<file path="src/rtl/shape_pkg.sv">
// Shared types for the shape-record table (reader and writer).
package shape_pkg;

    localparam int unsigned FIELDS       = 5;
    localparam int unsigned FIELDW       = 3;
    localparam int unsigned SHAPE_CORDW  = 10;
    localparam int unsigned SHAPE_DATAW  = 12;

    typedef enum logic [FIELDW-1:0] {
        FIELD_TY     = 3'd0,
        FIELD_X      = 3'd1,
        FIELD_Y      = 3'd2,
        FIELD_SIZE   = 3'd3,
        FIELD_ROTATE = 3'd4
    } field_e;

    typedef struct packed {
        logic [SHAPE_DATAW-1:0] ty;
        logic [SHAPE_CORDW-1:0] x;
        logic [SHAPE_CORDW-1:0] y;
        logic [SHAPE_DATAW-1:0] size;
        logic [SHAPE_DATAW-1:0] rotate;
    } shape_t;

endpackage

</file>
<file path="src/rtl/shape_tag_pipe.sv">
// Delay line carrying {valid, field} alongside each RAM read.
module shape_tag_pipe #(
    parameter int unsigned LAT = 1,
    parameter int unsigned W   = 4
) (
    input  logic         clk,
    input  logic         rst_n,
    input  logic [W-1:0] i_tag,
    output logic [W-1:0] o_tag
);

    logic [LAT*W-1:0] r_sr;

    generate
        if (LAT == 1) begin : g_one
            // Single stage: register the tag.
            always_ff @(posedge clk or negedge rst_n) begin
                if (!rst_n) r_sr <= '0;
                else        r_sr <= i_tag;
            end
        end else begin : g_many
            // Multi-stage shift, newest tag in the low slot.
            always_ff @(posedge clk or negedge rst_n) begin
                if (!rst_n) r_sr <= '0;
                else        r_sr <= {r_sr[(LAT-1)*W-1:0], i_tag};
            end
        end
    endgenerate

    assign o_tag = r_sr[LAT*W-1 -: W];

endmodule

</file>
<file path="src/rtl/shape_fetch.sv">
// Sequential reader of the shape-record table; one shape per handshake.
module shape_fetch
    import shape_pkg::*;
#(
    parameter int unsigned DATAB  = 3,
    parameter int unsigned CORDW  = 10,
    parameter int unsigned ADDRW  = 20,
    parameter int unsigned DATAW  = 12,
    parameter int unsigned NUMW   = DATAW,
    parameter int unsigned RD_LAT = 1
) (
    input  logic             clk,
    input  logic             rst_n,
    input  logic             start,
    input  logic [NUMW-1:0]  count,
    input  logic [ADDRW-1:0] ram_address_offset,
    output logic [ADDRW-1:0] ram_address,
    output logic             ram_enable,
    input  logic [DATAW-1:0] ram_data,
    output logic             out_valid,
    input  logic             out_ready,
    output logic [NUMW-1:0]  out_id,
    output logic [DATAW-1:0] out_ty,
    output logic [CORDW-1:0] out_x,
    output logic [CORDW-1:0] out_y,
    output logic [DATAW-1:0] out_size,
    output logic [DATAW-1:0] out_rotate,
    output logic             busy,
    output logic             done
);

    localparam int unsigned TAGW = FIELDW + 1;

    typedef enum logic [2:0] {
        ST_IDLE, ST_ISSUE, ST_DRAIN, ST_PRESENT, ST_DONE
    } state_e;

    state_e             r_state, w_state_n;
    logic [FIELDW-1:0]  r_ptr, w_ptr_n;
    logic [NUMW-1:0]    r_id, w_id_n, w_id_inc;
    logic [NUMW-1:0]    r_count, w_count_n;
    logic [ADDRW-1:0]   r_offset, w_offset_n;
    logic [ADDRW-1:0]   r_ram_address, w_ram_address_n;
    logic               r_ram_enable, w_ram_enable_n;
    logic               r_out_valid, w_out_valid_n;
    logic [NUMW-1:0]    r_out_id, w_out_id_n;
    logic [DATAW-1:0]   r_ty, w_ty_n;
    logic [CORDW-1:0]   r_x, w_x_n;
    logic [CORDW-1:0]   r_y, w_y_n;
    logic [DATAW-1:0]   r_size, w_size_n;
    logic [DATAW-1:0]   r_rotate, w_rotate_n;
    logic               r_busy, w_busy_n;
    logic               r_done, w_done_n;
    logic [TAGW-1:0]    w_tag;
    logic               w_tag_valid;
    logic [FIELDW-1:0]  w_tag_ptr;

    function automatic logic [ADDRW-1:0] rec_addr(input logic [NUMW-1:0]   id,
                                                  input logic [ADDRW-1:0]  base,
                                                  input logic [FIELDW-1:0] ptr);
        return (ADDRW'(id) << DATAB) + base + ADDRW'(ptr);
    endfunction

    shape_tag_pipe #(
        .LAT (RD_LAT),
        .W   (TAGW)
    ) u_tag_pipe (
        .clk   (clk),
        .rst_n (rst_n),
        .i_tag ({r_ram_enable, r_ptr}),
        .o_tag (w_tag)
    );

    assign w_tag_valid = w_tag[TAGW-1];
    assign w_tag_ptr   = w_tag[FIELDW-1:0];
    assign w_id_inc    = r_id + NUMW'(1);

    // State register and registered outputs.
    always_ff @(posedge clk or negedge rst_n) begin
        if (!rst_n) begin
            r_state       <= ST_IDLE;
            r_ptr         <= '0;
            r_id          <= '0;
            r_count       <= '0;
            r_offset      <= '0;
            r_ram_address <= '0;
            r_ram_enable  <= 1'b0;
            r_out_valid   <= 1'b0;
            r_out_id      <= '0;
            r_ty          <= '0;
            r_x           <= '0;
            r_y           <= '0;
            r_size        <= '0;
            r_rotate      <= '0;
            r_busy        <= 1'b0;
            r_done        <= 1'b0;
        end else begin
            r_state       <= w_state_n;
            r_ptr         <= w_ptr_n;
            r_id          <= w_id_n;
            r_count       <= w_count_n;
            r_offset      <= w_offset_n;
            r_ram_address <= w_ram_address_n;
            r_ram_enable  <= w_ram_enable_n;
            r_out_valid   <= w_out_valid_n;
            r_out_id      <= w_out_id_n;
            r_ty          <= w_ty_n;
            r_x           <= w_x_n;
            r_y           <= w_y_n;
            r_size        <= w_size_n;
            r_rotate      <= w_rotate_n;
            r_busy        <= w_busy_n;
            r_done        <= w_done_n;
        end
    end

    // Next-state, read issue, field capture and handshake.
    always_comb begin
        w_state_n       = r_state;
        w_ptr_n         = r_ptr;
        w_id_n          = r_id;
        w_count_n       = r_count;
        w_offset_n      = r_offset;
        w_ram_address_n = r_ram_address;
        w_ram_enable_n  = 1'b0;
        w_out_valid_n   = r_out_valid;
        w_out_id_n      = r_out_id;
        w_ty_n          = r_ty;
        w_x_n           = r_x;
        w_y_n           = r_y;
        w_size_n        = r_size;
        w_rotate_n      = r_rotate;
        w_done_n        = 1'b0;

        if (w_tag_valid) begin
            case (field_e'(w_tag_ptr))
                FIELD_TY:     w_ty_n     = ram_data;
                FIELD_X:      w_x_n      = ram_data[CORDW-1:0];
                FIELD_Y:      w_y_n      = ram_data[CORDW-1:0];
                FIELD_SIZE:   w_size_n   = ram_data;
                FIELD_ROTATE: w_rotate_n = ram_data;
                default:      ;
            endcase
        end

        case (r_state)
            ST_IDLE: begin
                if (start) begin
                    w_count_n  = count;
                    w_offset_n = ram_address_offset;
                    w_id_n     = '0;
                    if (count == '0) begin
                        w_state_n = ST_DONE;
                        w_done_n  = 1'b1;
                    end else begin
                        w_state_n       = ST_ISSUE;
                        w_ptr_n         = '0;
                        w_ram_address_n = rec_addr('0, ram_address_offset, '0);
                        w_ram_enable_n  = 1'b1;
                    end
                end
            end
            ST_ISSUE: begin
                if (r_ptr == FIELD_ROTATE) begin
                    w_state_n = ST_DRAIN;
                end else begin
                    w_ptr_n         = r_ptr + FIELDW'(1);
                    w_ram_address_n = rec_addr(r_id, r_offset, r_ptr + FIELDW'(1));
                    w_ram_enable_n  = 1'b1;
                end
            end
            ST_DRAIN: begin
                if (w_tag_valid && (w_tag_ptr == FIELD_ROTATE)) begin
                    w_state_n     = ST_PRESENT;
                    w_out_valid_n = 1'b1;
                    w_out_id_n    = r_id;
                end
            end
            ST_PRESENT: begin
                if (out_ready) begin
                    w_out_valid_n = 1'b0;
                    w_id_n        = w_id_inc;
                    if (w_id_inc == r_count) begin
                        w_state_n = ST_DONE;
                        w_done_n  = 1'b1;
                    end else begin
                        w_state_n       = ST_ISSUE;
                        w_ptr_n         = '0;
                        w_ram_address_n = rec_addr(w_id_inc, r_offset, '0);
                        w_ram_enable_n  = 1'b1;
                    end
                end
            end
            ST_DONE: begin
                w_state_n = ST_IDLE;
            end
            default: begin
                w_state_n = ST_IDLE;
            end
        endcase

        w_busy_n = (w_state_n != ST_IDLE);
    end

    assign ram_address = r_ram_address;
    assign ram_enable  = r_ram_enable;
    assign out_valid   = r_out_valid;
    assign out_id      = r_out_id;
    assign out_ty      = r_ty;
    assign out_x       = r_x;
    assign out_y       = r_y;
    assign out_size    = r_size;
    assign out_rotate  = r_rotate;
    assign busy        = r_busy;
    assign done        = r_done;

endmodule

</file>
<file path="config.mk">
export PLATFORM = sky130hd
export DESIGN_NAME = shape_fetch
export DESIGN_NICKNAME = d
export VERILOG_FILES = /design/src/rtl/shape_pkg.sv /design/src/rtl/shape_tag_pipe.sv /design/src/rtl/shape_fetch.sv
export SDC_FILE = /design/constraint.sdc
export NUM_CORES = 1
export LEC_CHECK = 0
export ABC_AREA = 1
export CAP_MARGIN = 20
export CORE_MARGIN = 2
export CORE_UTILIZATION = 30
export CTS_CLUSTER_DIAMETER = 150
export DETAILED_ROUTE_END_ITERATION = 10
export PLACE_DENSITY = 0.57
export SETUP_SLACK_MARGIN = 0.15
export SYNTH_ARGS = -nofsm -noshare
export SYNTH_HDL_FRONTEND = slang
export SYNTH_HIERARCHICAL = 1
export SYNTH_SLANG_ARGS = --single-unit
export TNS_END_PERCENT = 20
</file>
<file path="constraint.sdc">
create_clock -name clk -period 4.9 [get_ports clk]
set_clock_uncertainty 0.2 [all_clocks]
set_input_delay 0.98 -clock clk [delete_from_list [all_inputs] [get_ports clk]]
set_output_delay 0.98 -clock clk [all_outputs]
set_load 0.02 [all_outputs]
</file>
# [Yosys cells after proc, flatten, opt, wreduce, memory -nomap -nowiden]
# Cells that the tools add are included.
[totals] register_bits=146 latchBits=0 ramBits=0 mem_bits_ro=0 input_bits=48 output_inout_bits=92 mem_count=0
[op_classes] add_sub_neg=5 multipliers=0 div=0 n_lt_le_gt_ge=0 n_eq_ne=15 shift=0 mux=36 bitwise_logic=0 reduce_logical=18
[op_table] operator="$mux W20" n=5
[op_table] operator="$pmux W20 S3" n=1
[op_table] operator="$add A15 B20 Y20" n=2
[op_table] operator="$mux W3" n=11
[op_table] operator="$mux W12" n=2
[op_table] operator="$pmux W12 S2" n=1
[op_table] operator="$add A20 B3 Y20" n=1
[op_table] operator="$reduce_and A2 Y1" n=7
[op_table] operator="$add A12 B1 Y12 const B" n=1
[op_table] operator="$eq A12 B12 Y1" n=1
[op_table] operator="$eq A3 B2 Y1 const B" n=4
[op_table] operator="$logic_not A12 Y1" n=1
[op_table] operator="$ne A2 B2 Y1 const B" n=6
[op_table] operator="$pmux W3 S4" n=1
[op_table] operator="$mux W1" n=11
[op_table] operator="$pmux W3 S3" n=1
[op_table] operator="$eq A3 B1 Y1 const B" n=2
[op_table] operator="$eq A3 B3 Y1 const B" n=2
[op_table] operator="$logic_not A3 Y1" n=2
[op_table] operator="$reduce_and A3 Y1" n=2
[op_table] operator="$reduce_and A6 Y1" n=1
[op_table] operator="$reduce_bool A3 Y1" n=2
[op_table] operator="$pmux W1 S2" n=2
[op_table] operator="$reduce_bool A2 Y1" n=2
[op_table] operator="other kinds (3)" n=3

# [Longest topological paths before layout]
# Gate-level depths: netlist of the first run.
[logic_depth] word_depth=6 mapped_depth=19

# [By module]
# The synthesis of the first run kept the hierarchy.
[modules_own_cells] mod="shape_fetch" n_inst=1 cells_each=1054 area_per_inst_um2=7982.7 seq_area_each_um2=3553.4
[modules_own_cells] mod="shape_tag_pipe" n_inst=1 cells_each=4 area_per_inst_um2=100.1 seq_area_each_um2=100.1

# [Least setup slack after synthesis of the first run]
# No wires, ideal clock.
[synth_timing] kind="reg-to-reg" from="reg r_id[0]" to="reg r_ram_address[10], in the netlist ram_address[10]" setup_time_ps=117 t_arrival_ps=2354 required_ps=4583 slack_ps=2229 stages_incl_launch_ff=17 n_path_buf=0 period_less_slack_ps=2671 cell_sequence="dfrtp_1 -> ha_1 -> inv_1 -> nor2_2 -> nand2_1 -> nand2_1 -> inv_1 -> ha_1 -> inv_1 -> o21ai_0 -> a21boi_0 -> o21ai_0 -> or2_2 -> nand3_1 -> nand3_1 -> nand2_1 -> nand2_1"
[synth_between] elab_chain_cells=5 elab_cells_between_ends=11
[synth_rtl] element="start: declaration" line="shape_fetch.sv:40" rtl="logic [NUMW-1:0] r_id, w_id_n, w_id_inc;"
[synth_rtl] element="start signal: assignment" line="shape_fetch.sv:100" rtl="r_id <= w_id_n;"
[synth_rtl] element="$add A12 B1 Y12" line="shape_fetch.sv:76" rtl="assign w_id_inc = r_id + NUMW'(1);"
[synth_rtl] element="$add A15 B20 Y20" line="shape_fetch.sv:61" rtl="return (ADDRW'(id) << DATAB) + base + ADDRW'(ptr);"
[synth_rtl] element="$mux W20" line="shape_fetch.sv:183" rtl="if (w_id_inc == r_count) begin"
[synth_rtl] element="$mux W20" line="shape_fetch.sv:180" rtl="if (out_ready) begin"
[synth_rtl] element="$pmux W20 S3" line="shape_fetch.sv:146" rtl="case (r_state)"
[synth_rtl] element="end signal: assignment" line="shape_fetch.sv:103" rtl="r_ram_address <= w_ram_address_n;"
[synth_rtl] element="end: declaration" line="shape_fetch.sv:43" rtl="logic [ADDRW-1:0] r_ram_address, w_ram_address_n;"
# Parallel ways exist; a longest one is shown, timed or not. The select of a mux whose other input is x is not followed.
# A chain may end at the register's enable or synchronous reset.

# [Worst setup path in the final report of the first run]
[layout_timing] from="reg r_ptr[0]" to="reg r_ram_address[19], in the netlist ram_address[19]"
[layout_between] elab_chain_cells=4 elab_cells_between_ends=7
[layout_rtl] element="start: declaration" line="shape_fetch.sv:39" rtl="logic [FIELDW-1:0] r_ptr, w_ptr_n;"
[layout_rtl] element="start signal: assignment" line="shape_fetch.sv:99" rtl="r_ptr <= w_ptr_n;"
[layout_rtl] element="$add A3 B1 Y3" line="shape_fetch.sv:168" rtl="w_ram_address_n = rec_addr(r_id, r_offset, r_ptr + FIELDW'(1));"
[layout_rtl] element="$add A20 B3 Y20" line="shape_fetch.sv:61"
[layout_rtl] element="$mux W20" line="shape_fetch.sv:164" rtl="if (r_ptr == FIELD_ROTATE) begin"
[layout_rtl] element="$pmux W20 S3" line="shape_fetch.sv:146"
# Parallel ways exist; a longest one is shown, timed or not. The select of a mux whose other input is x is not followed.

==> flow_metrics.tcl, run 1 <==
set metrics [dict create \
    status "completed" \
    syn2layout_area_growth_pct 28.9 \
    avgSynthCellArea_um2 7.64 \
    setup_viol 0 \
    ctsHoldBuffers 0 \
    final-max-slew-violation-count 0 \
    ys_ff_latch 146 \
    cp-end-kind "flip-flop" \
    area.sequential_um2 3650 \
    cp.arrival_ns 3.34 \
    syn_nets 1144 \
    antenna_found_initial 0 \
    drcViolationCount 0 \
    diodes 0 \
    reg2regPathDepth 16 \
    post_cts_buffers 0 \
    hold_slack_ns 0.178 \
    hpwlAfterDp_um 18400 \
    instances_no_fill 1543 \
    placed_area_um2 9800 \
    die_w_um 168 \
    cts_buffers 17 \
    ys_seq_area_share_pct 45.2 \
    path_class "reg -> reg" \
    power_uw 6400 \
    htree_levels 4 \
    async_flop_share_pct 100 \
    clock_latency_ns 0.43 \
    p_leak_uw 0.00509 \
    grt_pass1_vias 7295 \
    multiInputGateArea_um2 3910 \
    core-area_um2 26700 \
    tightest_slew_ns 0.908 \
    finalHoldViolCount 0 \
    fp-row-count 60 \
    dieArea_um2 28300 \
    p_per_area_nw_per_um2 614 \
    crit_fanout 5 \
    grt_use_total_pct 17.8 \
    slew_headroom_pct 39.3 \
    die_h_um 168 \
    synthCells 1058 \
    hold_class "reg -> reg" \
    syn_area_um2 8080 \
    wl_per_cell_um 15.9 \
    grt_max_degree 92 \
    grt_pass1_wl_um 39500 \
    start_kind "flip-flop" \
    cpPeakStageDelay_ns 0.45 \
    nFillCells 2824 \
    yosysUniqueCellTypes 40 \
    wirelength_um 24500 \
    cts_tree "done" \
    pin_count 140 \
    avgViaCountPerCell 4.90 \
    layout.nets 1275 \
    io_buffers 139 \
    fmax_mhz 310 \
    synthFlopType "dfrtp_1" \
    dp.cells 1511 \
    clk_path_buf_depth 2 \
    gr-total-overflow 0 \
    cts-resized-gates 0 \
    holdPathStages 0 \
    drive_gt1_share_pct 5.16 \
    cap_violations 0 \
    firstDrtPassIters 5 \
    min_period_over_period_pct 65.7 \
    peakVddDrop_mv 0.242 \
    start_util_pct 30.2 \
    place.gp.congestion 0.932 \
    period_needed_ns 3.22 \
    antenna_left 0 \
    synth_edf_count 0 \
    cts_root_buf "clkbuf_16" \
    cpMaxStageDelayCell "o21ai_0" \
    drt_first_iter_violations 598 \
    cp_common_cell "nand2_1" \
    yosysWarnings 6 \
    path_clk_slew_ns 0.07 \
    path_cells "ha_1 > inv_1 > or2_2 > nand2_1 > ha_1 > nand2_1 > o21ai_0 > inv_1 > o21ai_0 > nand2_1 > nand2_1 > nand3_1 > nand3_1 > nand3_1 > nand2_1 > nand2_1" \
    vias 7554 \
    fin_area_um2 10400 \
    cts_sinks 146 \
    required_ns 5.02 \
    setup_tns_ns 0 \
    rsz0062_at_grt "no" \
]
[critical path: cells and delay by family (launching register included)]
family                   cells  cell delay (ns)
AND/OR/NAND/NOR             10             1.05
AO/OA/AOI/OAI                2             0.73
adder cells (fa/ha/maj)      2             0.52
flip-flops                   1             0.42
buffers and inverters        2             0.19
[routing by layer]
layer	up-vias	GRT usage [%]	wire (µm)
met3	34	3.31	1360
met2	264	28.7	11000
met1	3522	24.5	11700
met4	0	5.40	473
met5	-	0	0
li1	3734	-	-
[per-stage QoR]
step | setup WS [ns] | util, %
3_3_place_gp | 1.59 | 36.7
4_1_cts | 1.62 | 39.0
5_1_grt | 1.33 | 39.0
2_1_floorplan | 2.23 | -
3_5_place_dp | 1.52 | 36.7
6_report | 1.68 | 39.0
[registers in the layout, summed over array words and instances, names as in the netlist, 3 cells and up]
signal,cells
out_y,10
out_rotate,12
r_id,12
out_x,10
out_ty,12
out_size,12
ram_address,20
r_ptr,3
u_tag_pipe/o_tag,4
out_id,12
r_count,12
r_state,3
r_offset,20
[Yosys cell counts, drive strengths merged, types with 3 or more instances]
master	count	area share, %
nand2	362	17
dfrtp	146	45
o21ai	112	6.9
nand3	108	6.9
inv	99	4.6
nor2	52	2.7
a21oi	39	2.5
ha	36	5.6
clkbuf	27	1.3
nand3b	9	0.84
nand4	9	0.70
o22ai	8	0.62
buf	6	0.56
o21bai	6	0.56
a21o	5	0.46
or2	5	0.39
nor3	4	0.25
nor4	4	0.31
o211ai	4	0.37
xor2	3	0.33
[path summary, 6_finish.rpt]
path,start,to,slack [ns]
setup / recovery,r_ptr[0]$_DFFE_PN0P_,ram_address[19]$_DFFE_PN0P_,1.68
hold / removal,ram_enable$_DFF_PN0_,u_tag_pipe/o_tag[3]$_DFF_PN0_,0.18
setup reg to reg,r_ptr[0]$_DFFE_PN0P_,ram_address[19]$_DFFE_PN0P_,1.68
hold reg to reg,ram_enable$_DFF_PN0_,u_tag_pipe/o_tag[3]$_DFF_PN0_,0.18
max in group asynchronous,rst_n,out_y[5]$_DFFE_PN0P_,3.08
min in group asynchronous,rst_n,out_rotate[10]$_DFFE_PN0P_,0.44
[power breakdown]
group | internal, µW | leakage, µW | switching [µW] | total (µW)
clock network | 734 | 0.000295 | 626 | 1360
registers | 1700 | 0.00183 | 360 | 2060
logic | 1190 | 0.00296 | 1790 | 2980
total | 3620 | 0.00509 | 2780 | 6400
[logic make-up (layout without fill, tap and decap cells)]
family          after synthesis  after routing  share of synthesized area, %
simple gates                556            556                          29.3
buf+inv                     133            277                          6.46
flops                       146            146                          45.2
fa+ha+maj                    38             38                          6.07
xor+xnor                      7              7                          1.10
compound gates              178            178                          11.8
[final cells by class]
| class | count | share of cell area [%] |
|---|---|---|
| repair buffers | 145 | 13.8 |
| clock inverters | 15 | 1.79 |
| inverters | 100 | 3.60 |
| flip-flops and latches | 146 | 35.1 |
| multi-input cells | 779 | 37.5 |
| clock buffers | 17 | 4.08 |
| well taps | 341 | 4.10 |
[layout by cell type (no fill, tap or decap), types with 17 or more instances in the layout]
master / count
o21ai_0: 111
inv_1: 97
clkdlybuf4s50_1: 138
nor2_1: 45
nand2_1: 359
dfrtp_1: 146
nand3_1: 105
ha_1: 36
a21oi_1: 37
clkbuf_16: 17
(Power assumes the default switching activity.)
==> inputs of run 2 (changes only) <==
==> constraint.sdc (replaced) <==
create_clock -name clk -period 3.3 [get_ports clk]
set_clock_uncertainty 0.2 [all_clocks]
set_input_delay 0.66 -clock clk [delete_from_list [all_inputs] [get_ports clk]]
set_output_delay 0.66 -clock clk [all_outputs]
set_load 0.02 [all_outputs]
==> run 2 against run 1 <==
  * The run now ends with hold timing left
  * Register-to-register slack got worse by 1.4 ns
  * Clock power increased by 44%
  * Setup slack got worse by 1.4 ns
  * Via count is 1.0% lower
  * Utilization up 0.28 points
  * Non-clock buffer count rose by 7
  * Combinational power is 53% higher
  * Sequential power increased by 48%
  * Sequential cell count unchanged
  * Largest cell class unchanged
==> flow_metrics.tcl, run 2 (same netlist as run 1, synthesis figures left out) <==
set metrics [dict create \
    vias 7477 \
    dieArea_um2 28300 \
    gr-max-usage-layer "met2" \
    cts_sinks 146 \
    p_per_area_nw_per_um2 911 \
    fin_util_pct 39.2 \
    grt.met3_usage_pct 3.15 \
    layout.nets 1282 \
    finalHoldViolCount 7 \
    die_w_um 168 \
    drive_gt1_share_pct 6.45 \
    syn2layout_area_growth_pct 29.8 \
    setup_viol 0 \
    rrSetupSlack_ns 0.30 \
    wirelength_um 25600 \
    grt_pass1_wl_um 40700 \
    required_ns 3.42 \
    io_buffers 139 \
    peakVddDrop_mv 0.386 \
    drcViolationCount 0 \
    crit_fanout 5 \
    hpwlAfterDp_um 19200 \
    path_buf_inv 2 \
    diodes 0 \
    cap_violations 0 \
    met1_usage_pct 26.0 \
    layout_common_cells "359 x nand2_1, 142 x dfrtp_1, 138 x clkdlybuf4s50_1, 107 x o21ai_0, 105 x nand3_1" \
    fmax_mhz 333 \
    cpMaxStageDelayCell "dfrtp_1" \
    hold_class "in -> async" \
    cts_buffers 17 \
    grt_pass1_vias 7305 \
    cp.arrival_ns 3.12 \
    ctsHoldBuffers 0 \
    crit_family "simple AND/OR/NAND/NOR gates" \
    place.gp.congestion 0.913 \
    core-area_um2 26700 \
    antenna_left 0 \
    die_h_um 168 \
    tightest_slew_ns 0.812 \
    clock_latency_ns 0.43 \
    grt_util_met2_pct 29.2 \
    setup_tns_ns 0 \
    grt_use_total_pct 18.4 \
    cpPeakStageDelay_ns 0.42 \
    final-max-slew-violation-count 0 \
    clk_path_buf_depth 2 \
    min_period_over_period_pct 91.0 \
    failed_checks "hold timing" \
    status "finished, violations left" \
    firstDrtPassIters 5 \
    grt_max_degree 58 \
    wl_per_cell_um 16.5 \
    gr-total-overflow 0 \
    final_common_cell "nand2_1" \
    avgViaCountPerCell 4.82 \
    cts_tree "done" \
    path_class "reg -> reg" \
    cp_common_cell "nand2_1" \
    period_needed_ns 3.00 \
    start_kind "flip-flop" \
    cts_root_buf "clkbuf_16" \
    antenna_found_initial 0 \
    path_cells "ha_1 > inv_1 > or2_2 > nand2_1 > ha_1 > nand2_1 > o21ai_0 > inv_1 > o21bai_1 > nand3_1 > nand2_1 > nand2_1 > nand3_1 > nand3_1 > nand2_1 > nand2_1" \
    p_leak_uw 0.00512 \
    timing.final.ws_setup_ns 0.297 \
    hold_slack_ns -0.0191 \
    htree_levels 4 \
    pin_count 140 \
    slew_headroom_pct 45.7 \
    fp-row-count 60 \
    path_clk_slew_ns 0.07 \
    rsz0062_at_grt "yes" \
    place_ws_ns 0.143 \
    cp-end-kind "flip-flop" \
    drt_first_iter_violations 579 \
    start_util_pct 30.2 \
    nFillCells 2836 \
]
-- run 2: changes by cell type in the layout (fill, tap and decap cells not counted), sizes merged --
cell,previous run,this run
clkinv,6,5
buf,7,14
inv,107,106
clkinvlp,1,2
clkbuf,17,18
-- run 2: area by class of cell --
type / count / area [µm²] / area share, %
clock buffers: 18 / 439 / 4.19
inverters: 100 / 375 / 3.58
flip-flops and latches: 146 / 3660 / 34.9
well taps: 341 / 427 / 4.07
multi-input cells: 779 / 3930 / 37.5
clock inverters: 14 / 145 / 1.38
repair buffers: 152 / 1520 / 14.4
-- run 2: final timing paths --
check                                           from                             to  cells after the start
worst max register to register  r_ptr[0]$_DFFE_PN0P_    ram_address[13]$_DFFE_PN0P_                     16
max in group asynchronous                      rst_n           out_y[2]$_DFFE_PN0P_                      2
worst max-delay path            r_ptr[0]$_DFFE_PN0P_    ram_address[13]$_DFFE_PN0P_                     16
worst min-delay path                           rst_n     out_rotate[10]$_DFFE_PN0P_                      1
worst min register to register  ram_enable$_DFF_PN0_  u_tag_pipe/o_tag[3]$_DFF_PN0_                      0
min in group clk                ram_enable$_DFF_PN0_  u_tag_pipe/o_tag[3]$_DFF_PN0_                      0
-- run 2: layer usage --
layer | share of wire (%) | vias up | wire length [µm]
li1 | - | 3741 | -
met2 | 45 | 229 | 11400
met5 | 0 | - | 0
met1 | 48 | 3476 | 12400
met4 | 1.9 | 0 | 486
met3 | 5.2 | 31 | 1320
-- run 2: stage by stage --
| stage | area (µm²) | power [µW] | hold WS, ns | instances |
|---|---|---|---|---|
| 2_1_floorplan | 8080 | 5670 | 0.164 | 1058 |
| 3_3_place_gp | 9870 | 7540 | 0.165 | 1516 |
| 3_5_place_dp | 9870 | 7590 | 0.170 | 1516 |
| 4_1_cts | 10500 | 9600 | 0.00666 | 1548 |
| 5_1_grt | 10500 | 10300 | 0.0154 | 1550 |
| 6_report | 10500 | 9560 | -0.0191 | 1550 |
-- run 2: power breakdown --
part | switching, µW | leakage (µW) | internal [µW]
registers | 523 | 0.00183 | 2520
clock network | 879 | 0.000284 | 1090
logic | 2720 | 0.00301 | 1820
-- run 2: timing repair --
item | CTS | global route
endpoints found under the setup margin | 3 | 22
gates resized for setup | 1 | 12
buffers inserted | 0 | 2
-- run 2: worst reg2reg max path, delay by kind of cell, from the launching register on --
family                     cells  cell delay (ns)
AOI/OAI and AO/OA              2             0.62
buffers and inverters          2             0.20
adders and majority gates      2             0.53
and+or+nand+nor               10             0.94
DFF                            1             0.42
==> inputs of run 3 (changes only) <==
--- a/config.mk
+++ b/config.mk
@@ -8,10 +8,11 @@
 export ABC_AREA = 1
 export CAP_MARGIN = 20
 export CORE_MARGIN = 2
-export CORE_UTILIZATION = 30
+export CORE_UTILIZATION = 45
+export CTS_BUF_LIST = sky130_fd_sc_hd__clkbuf_4
 export CTS_CLUSTER_DIAMETER = 150
 export DETAILED_ROUTE_END_ITERATION = 10
-export PLACE_DENSITY = 0.57
+export PLACE_DENSITY = 0.77
 export SETUP_SLACK_MARGIN = 0.15
 export SYNTH_ARGS = -nofsm -noshare
 export SYNTH_HDL_FRONTEND = slang
==> run 3 against run 2 <==
  * Highest routed layer unchanged
  * Clock power shrank 44%
  * Cell count shrank 6.9%
  * First-iteration DRC count shrank 6.0%
  * Critical endpoint is now ram_address[15]$_DFFE_PN0P_
  * Via count grew 1.9%
  * The flow now finishes without violations
==> flow_metrics.tcl, run 3 (same netlist as run 1, synthesis figures left out) <==
set metrics [dict create \
    finalHoldViolCount 0 \
    cts_sinks 146 \
    peakVddDrop_mv 0.495 \
    place.gp.congestion 0.958 \
    top_layer "met4" \
    cts_tree "done" \
    path_buf_inv 2 \
    grt_pass1_vias 7286 \
    cpPeakStageDelay_ns 0.45 \
    reg2regPathDepth 16 \
    die_w_um 138 \
    placed_area_um2 9730 \
    final_common_cell "nand2_1" \
    gr-total-overflow 0 \
    cp_common_cell "nand2_1" \
    pin_count 140 \
    status "completed" \
    rrSetupSlack_ns 0.33 \
    hpwlAfterDp_um 18200 \
    hold_slack_ns 0.211 \
    path_class "reg -> reg" \
    start_util_pct 45.5 \
    fin_area_um2 10000 \
    htree_levels 4 \
    hp-start "ram_enable$_DFF_PN0_" \
    grt_pass1_wl_um 38300 \
    slew_headroom_pct 43.8 \
    setup_tns_ns 0 \
    clock_latency_ns 0.57 \
    regToRegStartpoint "r_ptr[0]$_DFFE_PN0P_" \
    hold_path_end "u_tag_pipe/o_tag[3]$_DFF_PN0_" \
    wirelength_um 23500 \
    required_ns 3.57 \
    final-max-slew-violation-count 0 \
    crit_family "simple AND/OR/NAND/NOR gates" \
    layout_common_cells "359 x nand2_1, 143 x dfrtp_1, 138 x clkdlybuf4s50_1, 109 x o21ai_0, 105 x nand3_1" \
    fp-row-count 49 \
    drcViolationCount 0 \
    wl_per_cell_um 16.3 \
    die_h_um 138 \
    firstDrtPassIters 5 \
    clk_path_buf_depth 2 \
    r2r-end "ram_address[15]$_DFFE_PN0P_" \
    cpMaxStageDelayCell "dfrtp_1" \
    dieArea_um2 19000 \
    p_per_area_nw_per_um2 860 \
    setup_viol 0 \
    cap_violations 0 \
    tightest_slew_ns 0.841 \
    cp-end-kind "flip-flop" \
    p_leak_uw 0.00497 \
    grt_use_total_pct 25.0 \
    min_period_over_period_pct 90.1 \
    fmax_mhz 336 \
    diodes 0 \
    crit_fanout 5 \
    vias 7618 \
    dp.cells 1408 \
    syn2layout_area_growth_pct 24.0 \
    holdPathStages 0 \
    grt_max_degree 61 \
    drt_first_iter_violations 544 \
    antenna_left 0 \
    wl_met3_um 1470 \
    wl_met1_um 10500 \
    rsz0062_at_grt "yes" \
    io_buffers 139 \
    met2_length_um 11100 \
    instances_no_fill 1443 \
    period_needed_ns 2.97 \
    hold_class "reg -> reg" \
    cts_root_buf "clkbuf_4" \
    cts_buffers 17 \
    path_clk_slew_ns 0.13 \
    layout.nets 1287 \
    cp.arrival_ns 3.24 \
    drive_gt1_share_pct 6.10 \
    start_kind "flip-flop" \
    avgViaCountPerCell 5.28 \
    path_cells "ha_1 > inv_1 > or2_2 > nand2_1 > ha_1 > nand2_1 > o21ai_0 > inv_1 > o21ai_0 > nand2_1 > nand2_1 > nand2_1 > nand3_1 > nand3_1 > nand2_1 > nand2_1" \
    core-area_um2 17800 \
    antenna_found_initial 0 \
]
## run 3: timing repair
item	CTS	global route
gates cloned	0	0
gates resized for setup	1	4
buffers inserted	0	2
setup endpoints to repair	1	11
hold buffers	1	0
endpoints found under the hold margin	57	0
## run 3: per-stage QoR
step	util, %	total power (µW)	setup WS, ns
2_1_floorplan	-	5670	0.629
4_1_cts	56.3	8640	0.228
5_1_grt	56.4	9280	0.108
3_3_place_gp	54.7	7420	0.215
3_5_place_dp	54.7	7530	0.158
6_report	56.4	8610	0.326
## run 3: worst register-to-register path, stage by stage, from the launching register on
cell and delay [ns]:
dfrtp_1 0.45, ha_1 0.21, inv_1 0.06, or2_2 0.11, nand2_1 0.05, ha_1 0.33, nand2_1 0.06, o21ai_0 0.20
inv_1 0.11, o21ai_0 0.37, nand2_1 0.16, nand2_1 0.20, nand2_1 0.08, nand3_1 0.07, nand3_1 0.09, nand2_1 0.07
nand2_1 0.05
## run 3: how the worst max path moves through the flow
stage	startpoint	cells past startpoint	slack [ns]	end
detailed placement	r_id[0]$_DFFE_PN0P_	19	0.16	ram_address[14]$_DFFE_PN0P_
CTS	r_id[1]$_DFFE_PN0P_	19	0.23	ram_address[14]$_DFFE_PN0P_
finish	r_ptr[0]$_DFFE_PN0P_	16	0.33	ram_address[15]$_DFFE_PN0P_
floorplan	r_id[0]$_DFFE_PN0P_	16	0.63	ram_address[10]$_DFFE_PN0P_
global route	r_ptr[0]$_DFFE_PN0P_	16	0.11	ram_address[17]$_DFFE_PN0P_
global placement	r_id[0]$_DFFE_PN0P_	19	0.21	ram_address[14]$_DFFE_PN0P_
## run 3: report_power, final
group / internal (µW) / total (µW) / switching (µW)
Combinational: 1820 / 4480 / 2670
Clock: 379 / 1090 / 713
Sequential: 2510 / 3040 / 524
## run 3: cell type report
cell class	instances	area [µm²]
multi-input cells	779	3910
inverters	100	375
fillers	1665	7760
clock inverters	15	133
well taps	229	287
repair buffers	157	1530
clock buffers	17	128
flip-flops and latches	146	3660
## run 3: routing by layer
| metal | GRT usage, % | vias up |
|---|---|---|
| met5 | 0 | - |
| met4 | 7.09 | 0 |
| met3 | 5.02 | 35 |
| met2 | 41.0 | 281 |
| met1 | 34.1 | 3550 |
| li1 | - | 3752 |
